## config.mk

```make
export PLATFORM = sky130hd
export DESIGN_NAME = proj_frag_minhash
export DESIGN_NICKNAME = d
export VERILOG_FILES = /design/src/rtl/proj_pkg.sv /design/src/rtl/proj_frag_hash.sv /design/src/rtl/proj_frag_minhash.sv
export SDC_FILE = /design/constraint.sdc
export NUM_CORES = 1
export LEC_CHECK = 0
export CAP_MARGIN = 20
export CORE_ASPECT_RATIO = 2
export CORE_MARGIN = 2
export CORE_UTILIZATION = 54
export DETAILED_ROUTE_END_ITERATION = 10
export PLACE_DENSITY = 0.8
export SKIP_LAST_GASP = 1
export SLEW_MARGIN = 10
export SYNTH_ARGS = -nofsm -noshare
export SYNTH_HDL_FRONTEND = slang
export SYNTH_SLANG_ARGS = --single-unit
```

## constraint.sdc

```tcl
create_clock -name clk -period 6.1 [get_ports clk]
set_clock_uncertainty 0.15 [all_clocks]
set_input_delay 1.22 -clock clk [delete_from_list [all_inputs] [get_ports clk]]
set_output_delay 1.22 -clock clk [all_outputs]
set_load 0.01 [all_outputs]
```

## src/rtl/proj_pkg.sv

```systemverilog
// Shared widths and FSM state type for the fragment min-hash scanner.
package proj_pkg;

   localparam int FM_EXTENDER_FRAG_LEN_BITS = 16;
   localparam int SIGNED_INDICE_LEN         = 8;
   localparam int MH_HASH_BITS              = 8;

   typedef enum logic [1:0] {
      IDLE,
      SCAN,
      DRAIN,
      OUT
   } mh_state_t;

endpackage

```

## src/rtl/proj_frag_hash.sv

```systemverilog
// Combinational fragment hash: XOR-fold into HASH_BITS chunks, then fold*a + b
// truncated to HASH_BITS.
module proj_frag_hash #(
   parameter int FRAG_LEN  = proj_pkg::FM_EXTENDER_FRAG_LEN_BITS,
   parameter int HASH_BITS = proj_pkg::MH_HASH_BITS
) (
   input  logic [FRAG_LEN-1:0]  frag,
   input  logic [HASH_BITS-1:0] seed_a,
   input  logic [HASH_BITS-1:0] seed_b,
   output logic [HASH_BITS-1:0] hash
);

   localparam int CHUNKS = (FRAG_LEN + HASH_BITS - 1) / HASH_BITS;

   logic [CHUNKS*HASH_BITS-1:0] padded;
   logic [HASH_BITS-1:0]        fold;

   // The top chunk is zero-padded so a partial chunk folds in cleanly.
   always_comb begin
      padded                = '0;
      padded[FRAG_LEN-1:0]  = frag;
      fold                  = '0;
      for (int i = 0; i < CHUNKS; i++) begin
         fold = fold ^ padded[i*HASH_BITS +: HASH_BITS];
      end
   end

   assign hash = fold * seed_a + seed_b;

endmodule

```

## src/rtl/proj_frag_minhash.sv

```systemverilog
// Scans a signed index range of the feature memory and reports the minimum
// fragment hash and its index through a valid/ready result port.
module proj_frag_minhash #(
   parameter int FRAG_LEN          = proj_pkg::FM_EXTENDER_FRAG_LEN_BITS,
   parameter int SIGNED_INDICE_LEN = proj_pkg::SIGNED_INDICE_LEN,
   parameter int HASH_BITS         = proj_pkg::MH_HASH_BITS
) (
   input  logic                         clk,
   input  logic                         rst_n,
   input  logic                         start,
   input  logic [SIGNED_INDICE_LEN-1:0] idx_first,
   input  logic [SIGNED_INDICE_LEN-1:0] idx_last,
   input  logic [HASH_BITS-1:0]         seed_a,
   input  logic [HASH_BITS-1:0]         seed_b,
   output logic [SIGNED_INDICE_LEN-1:0] frag_idx,
   input  logic [FRAG_LEN-1:0]          frag_rdata,
   output logic                         busy,
   output logic                         out_valid,
   input  logic                         out_ready,
   output logic [HASH_BITS-1:0]         out_min_hash,
   output logic [SIGNED_INDICE_LEN-1:0] out_min_idx,
   output logic                         scan_done
);

   import proj_pkg::*;

   mh_state_t                    state;
   logic                         drain_cnt;
   logic [SIGNED_INDICE_LEN-1:0] last_r;
   logic [HASH_BITS-1:0]         a_r;
   logic [HASH_BITS-1:0]         b_r;

   logic                         s1_valid;
   logic [FRAG_LEN-1:0]          s1_data;
   logic [SIGNED_INDICE_LEN-1:0] s1_idx;
   logic                         s2_valid;
   logic [HASH_BITS-1:0]         s2_hash;
   logic [SIGNED_INDICE_LEN-1:0] s2_idx;
   logic [HASH_BITS-1:0]         hash_c;

   proj_frag_hash #(
      .FRAG_LEN  (FRAG_LEN),
      .HASH_BITS (HASH_BITS)
   ) u_hash (
      .frag   (s1_data),
      .seed_a (a_r),
      .seed_b (b_r),
      .hash   (hash_c)
   );

   // Two-stage capture/hash pipeline; only SCAN cycles carry valid data.
   always_ff @(posedge clk) begin
      if (!rst_n) begin
         s1_valid <= 1'b0;
         s1_data  <= '0;
         s1_idx   <= '0;
         s2_valid <= 1'b0;
         s2_hash  <= '0;
         s2_idx   <= '0;
      end else begin
         s1_valid <= (state == SCAN);
         s1_data  <= frag_rdata;
         s1_idx   <= frag_idx;
         s2_valid <= s1_valid;
         s2_hash  <= hash_c;
         s2_idx   <= s2_idx_next(s1_idx);
      end
   end

   function automatic logic [SIGNED_INDICE_LEN-1:0] s2_idx_next(
      input logic [SIGNED_INDICE_LEN-1:0] idx);
      return idx;
   endfunction

   // Control FSM plus the min registers; DRAIN covers the two pipeline stages
   // so the last min update lands on the same edge that raises out_valid.
   always_ff @(posedge clk) begin
      if (!rst_n) begin
         state        <= IDLE;
         drain_cnt    <= 1'b0;
         last_r       <= '0;
         a_r          <= '0;
         b_r          <= '0;
         frag_idx     <= '0;
         busy         <= 1'b0;
         out_valid    <= 1'b0;
         scan_done    <= 1'b0;
         out_min_hash <= '1;
         out_min_idx  <= '0;
      end else begin
         scan_done <= 1'b0;
         case (state)
            IDLE: begin
               if (start) begin
                  a_r          <= seed_a;
                  b_r          <= seed_b;
                  last_r       <= idx_last;
                  out_min_hash <= '1;
                  out_min_idx  <= idx_first;
                  busy         <= 1'b1;
                  if ($signed(idx_first) > $signed(idx_last)) begin
                     state     <= OUT;
                     out_valid <= 1'b1;
                  end else begin
                     state    <= SCAN;
                     frag_idx <= idx_first;
                  end
               end
            end
            SCAN: begin
               if (frag_idx == last_r) begin
                  state     <= DRAIN;
                  frag_idx  <= '0;
                  drain_cnt <= 1'b0;
               end else begin
                  frag_idx <= frag_idx + 1'b1;
               end
            end
            DRAIN: begin
               if (drain_cnt) begin
                  state     <= OUT;
                  out_valid <= 1'b1;
               end else begin
                  drain_cnt <= 1'b1;
               end
            end
            OUT: begin
               if (out_ready) begin
                  state     <= IDLE;
                  out_valid <= 1'b0;
                  busy      <= 1'b0;
                  scan_done <= 1'b1;
               end
            end
            default: state <= IDLE;
         endcase
         if (s2_valid && (s2_hash < out_min_hash)) begin
            out_min_hash <= s2_hash;
            out_min_idx  <= s2_idx;
         end
      end
   end

endmodule

```

# == Word-level counts from Yosys, hierarchy flattened ==
# Cells that the tools add are included.
# totals
reg_bits,96
latch_bits,0
mem_bits_rw,0
romBits,0
memories,0
# op_classes
n_addsub,2
n_mul,1
div_mod_pow,0
order_cmp,2
eq_ne,10
shifts,0
mux,26
bitwise_logic,1
n_reduce_logical,16
# ops
op,n
$mux W8,9
$pmux W8 S2,1
$mux W2,5
$ne A2 B2 Y1 const B,5
$reduce_bool A2 Y1,5
$add A8 B1 Y8 const B,1
$add A8 B8 Y8,1
$eq A8 B8 Y1,1
$gt A8 B8 Y1,1
$lt A8 B8 Y1,1
$mul A8 B8 Y8,1
$pmux W2 S4,1
$reduce_and A2 Y1,4
$xor A8 B8 Y8,1
$mux W1,7
$reduce_and A3 Y1,2
$reduce_and A5 Y1,1
$eq A2 B2 Y1 const B,2
$pmux W1 S2,2
$reduce_and A4 Y1,1
$pmux W1 S3,1
$reduce_bool A3 Y1,1
$eq A2 B1 Y1 const B,1
$logic_not A2 Y1,1
other kinds (2),2

# == Longest topological paths before layout ==
# logic_depth
depth_word,4
ltp_mapped,15
ltp_nobuf,15

# == Modules after synthesis ==
# A second synthesis with hierarchy kept.
# hier_totals
cells_unflattened,565
hier_area_um2,5048.6
# modules_own_cells
module,n_inst,cells_per_inst,area_each_um2,seq_area_each_um2
proj_frag_minhash,1,431,3902.5,1921.8
proj_frag_hash,1,134,1146.1,0.0

# == Worst setup path after synthesis ==
# OpenSTA, ideal clock, no wires.
# synth_timing
kind,register -> register
from,reg s1_data[3]
to,reg s2_hash[7]
setup_time_ns,0.115
arrival_time_ns,4.000
required_time_ns,5.835
path_slack_ns,1.835
stages_incl_launch_ff,16
path_cell_list,dfxtp_1 -> xor2_1 -> nand2_1 -> fa_1 -> inv_1 -> fa_1 -> ha_1 -> inv_1 -> fa_1 -> inv_1 -> fa_1 -> a21o_1 -> a21oi_1 -> xnor2_1 -> xnor3_1 -> and2_1
# synth_via
elab_chain_cells,3
# synth_rtl
item,line,source
"start, declared",proj_frag_minhash.sv:34,logic [FRAG_LEN-1:0] s1_data;
"start signal, assigned",proj_frag_minhash.sv:62,s1_data <= frag_rdata;
$xor A8 B8 Y8,proj_frag_hash.sv:24,fold = fold ^ padded[i*HASH_BITS +: HASH_BITS];
$mul A8 B8 Y8,proj_frag_hash.sv:28,assign hash = fold * seed_a + seed_b;
$add A8 B8 Y8,proj_frag_hash.sv:28,
"end signal, assigned",proj_frag_minhash.sv:65,s2_hash <= hash_c;
"end, declared",proj_frag_minhash.sv:37,logic [HASH_BITS-1:0] s2_hash;
# No other way between the ends.
# A chain may end at the register's enable or synchronous reset.

# == Worst setup path in the final report ==
# Ends and elaborated chain as after synthesis.

==> results.yml <==
synth:
  synthCells: 592
  ys.flop_type: "dfxtp_1"
  ys_top_cells_by_area: "dfxtp_1, ha_1, nand2_1"
  ys_seq_area_share_pct: 37.6
  yosys_register_bits: 96
  ys_types: 46
  yosys.area.top_type_share_pct: 37.6
  synth_area_per_cell_um2: 8.64
  netlist_area_um2: 5110
  syn_nets: 700
  async_flop_share_pct: 0
  yosys.area.top_type: "dfxtp_1"
  synth_edf_count: 0
  yosys_warnings: 0
cells_and_area:
  nNetsFinal: 768
  areaGrowthSynthToFinish_pct: 21.9
  drive_above_1_share_pct: 4.07
  layout.cells.most_common: "nand2_1"
  n_antenna_cell: 0
  layout_common_cells: "nand2_1, dfxtp_1, clkdlybuf4s50_1, inv_1, and2_1"
drt:
  first_pass_iters: 4
  vias: 4162
  wl_per_cell_um: 16.1
  via_per_inst: 5.42
  drt_wl_total_um: 12400
  route.detailed.drc: 0
  antenna_left: 0
  dr.first_iter.drc_count: 147
grt:
  grt_pass1_wl_um: 20000
  grt_max_degree: 60
  antenna_found_initial: 0
  grt_overflow: 0
  track_usage_pct: 25.3
  grt_pass1_vias: 4359
timing:
  setup_violations: 0
  fin_crit_ns: 4.54
  setup_tns_ns: 0
  drv_slew: 0
  hold_ws_ns: 0.284
  relSlewSlack_pct: 34.8
  final.period_utilization_pct: 74.4
  fmax_ghz: 0.220
  tightest_slew_ns: 0.979
  finalWorstSetupSlack_ns: 1.56
  hold_viol: 0
  rsz0062_at_grt: "false"
die:
  fp.dieW_um: 72.8
  start_util_pct: 55.2
  die_area_um2: 10300
  fp.dieH_um: 142
  core_area_um2: 9260
  io_pins: 79
  row_count: 50
critical_path:
  worstPathRequired_ns: 6.19
  endpoint_kind: "flip-flop"
  cp_max_fo: 5
  critPathLaunchType: "flip-flop"
  worstPathArrival_ns: 4.63
  critical_path_class: "reg -> reg"
flow_run:
  max_cap_viol_count: 0
placed_design:
  io_buffers: 78
  pre_cts_ws_ns: 1.56
  hpwl_um: 9270
  place.gp.congestion: 0.910
clock_network:
  clockBufferDepth: 2
  cts_root_buf: "clkbuf_16"
  cts_resized: 0
  cts_setup_buffers: 0
  cts_buffers: 9
  clk_latency_ns: 0.34
  htree_levels: 3
  clk_pin_slew_ns: 0.07
  cts_sinks: 96
  cts_hold_buf: 0
  cts_tree: "done"
power_and_ir_drop:
  p_leak_nw: 2.74
  p_per_area_nw_per_um2: 353
  peakVddDrop_v: 0.000268
run_status:
  status: "finished, final reports clean"
min_path:
  min_path_type: "reg -> reg"
-- synth_stat cells (2+ instances only) --
library cell	number
a211oi_1	2
a21o_1	5
a21oi_1	37
and2_1	48
and2_2	2
buf_1	3
buf_4	2
clkbuf_1	17
dfxtp_1	96
fa_1	18
ha_1	38
inv_1	63
mux2i_1	16
nand2_1	113
nand2b_1	2
nand3_1	8
nand4_1	3
nor2_1	25
nor2b_1	5
nor3_1	12
o21ai_0	14
o21ai_1	3
o221ai_1	3
o22ai_1	3
o32ai_1	4
xnor2_1	20
xor2_1	10
xor2_2	2
-- metrics by stage --
stage / utilization (%) / instances / instance area [um^2] / total power, mW
after detailed placement: 64.1 / 753 / 5940 / 1.64
after CTS: 67.3 / 768 / 6230 / 2.21
after global placement: 64.1 / 753 / 5940 / 1.61
after global routing: 67.3 / 768 / 6230 / 2.34
final: 67.3 / 768 / 6230 / 2.20
after floorplan: - / 592 / 5110 / 1.37
-- where the power goes --
| group | internal (mW) | switching (mW) |
|---|---|---|
| combinational | 0.349 | 0.455 |
| clock | 0.319 | 0.240 |
| sequential | 0.736 | 0.100 |
| total | 1.40 | 0.796 |
-- cell families after synthesis --
group	after synthesis	synth area share [%]
DFF	96	37.6
adders and majority gates	56	16.3
and+or+nand+nor	222	20.0
buffers and inverters	88	6.78
muxes	16	3.13
AOI/OAI and AO/OA	80	9.62
xor gates and xnor gates	34	6.53
-- sequential cells by signal, indices dropped and copies added (netlist names), 8 cells and up --
register      count
s1_data          16
a_r               8
b_r               8
frag_idx          8
last_r            8
out_min_hash      8
out_min_idx       8
s1_idx            8
s2_hash           8
s2_idx            8
-- worst max-delay path, cell delays in order (launching register included) --
cell and delay (ns):
dfxtp_1 0.32, xor2_1 0.31, nand2_1 0.13, fa_1 0.54, inv_1 0.06, fa_1 0.46, ha_1 0.29, inv_1 0.05
fa_1 0.53, inv_1 0.07, fa_1 0.46, a21o_1 0.18, a21oi_1 0.18, xnor2_1 0.15, xnor3_1 0.40, and2_1 0.16
-- worst paths after layout --
check / to / cells after the start / slack [ns] / start
setup / recovery: s2_hash[7]$_SDFF_PN0_ / 15 / 1.56 / s1_data[3]$_SDFF_PN0_
hold reg to reg: s2_idx[5]$_SDFF_PN0_ / 1 / 0.28 / s1_idx[5]$_SDFF_PN0_
hold / removal: s2_idx[5]$_SDFF_PN0_ / 1 / 0.28 / s1_idx[5]$_SDFF_PN0_
setup reg to reg: s2_hash[7]$_SDFF_PN0_ / 15 / 1.56 / s1_data[3]$_SDFF_PN0_
-- area by class of cell --
type	count	area [um^2]
timing repair buffer	81	803
clock buffer	9	225
multi-input combinational	408	2840
inverter	64	240
tap	104	130
sequential	96	1920
fill	786	3030
clock inverter	6	68.8
-- routing by layer --
| layer | vias to the layer above | share of wire (%) | global-route usage [%] |
|---|---|---|---|
| li1 | 2035 | - | - |
| met1 | 1984 | 35 | 24.6 |
| met2 | 118 | 58 | 48.6 |
| met3 | 25 | 3.7 | 4.26 |
| met4 | 0 | 3.1 | 12.8 |
| met5 | - | 0 | 0 |
Power figures use the tool's default switching activity.
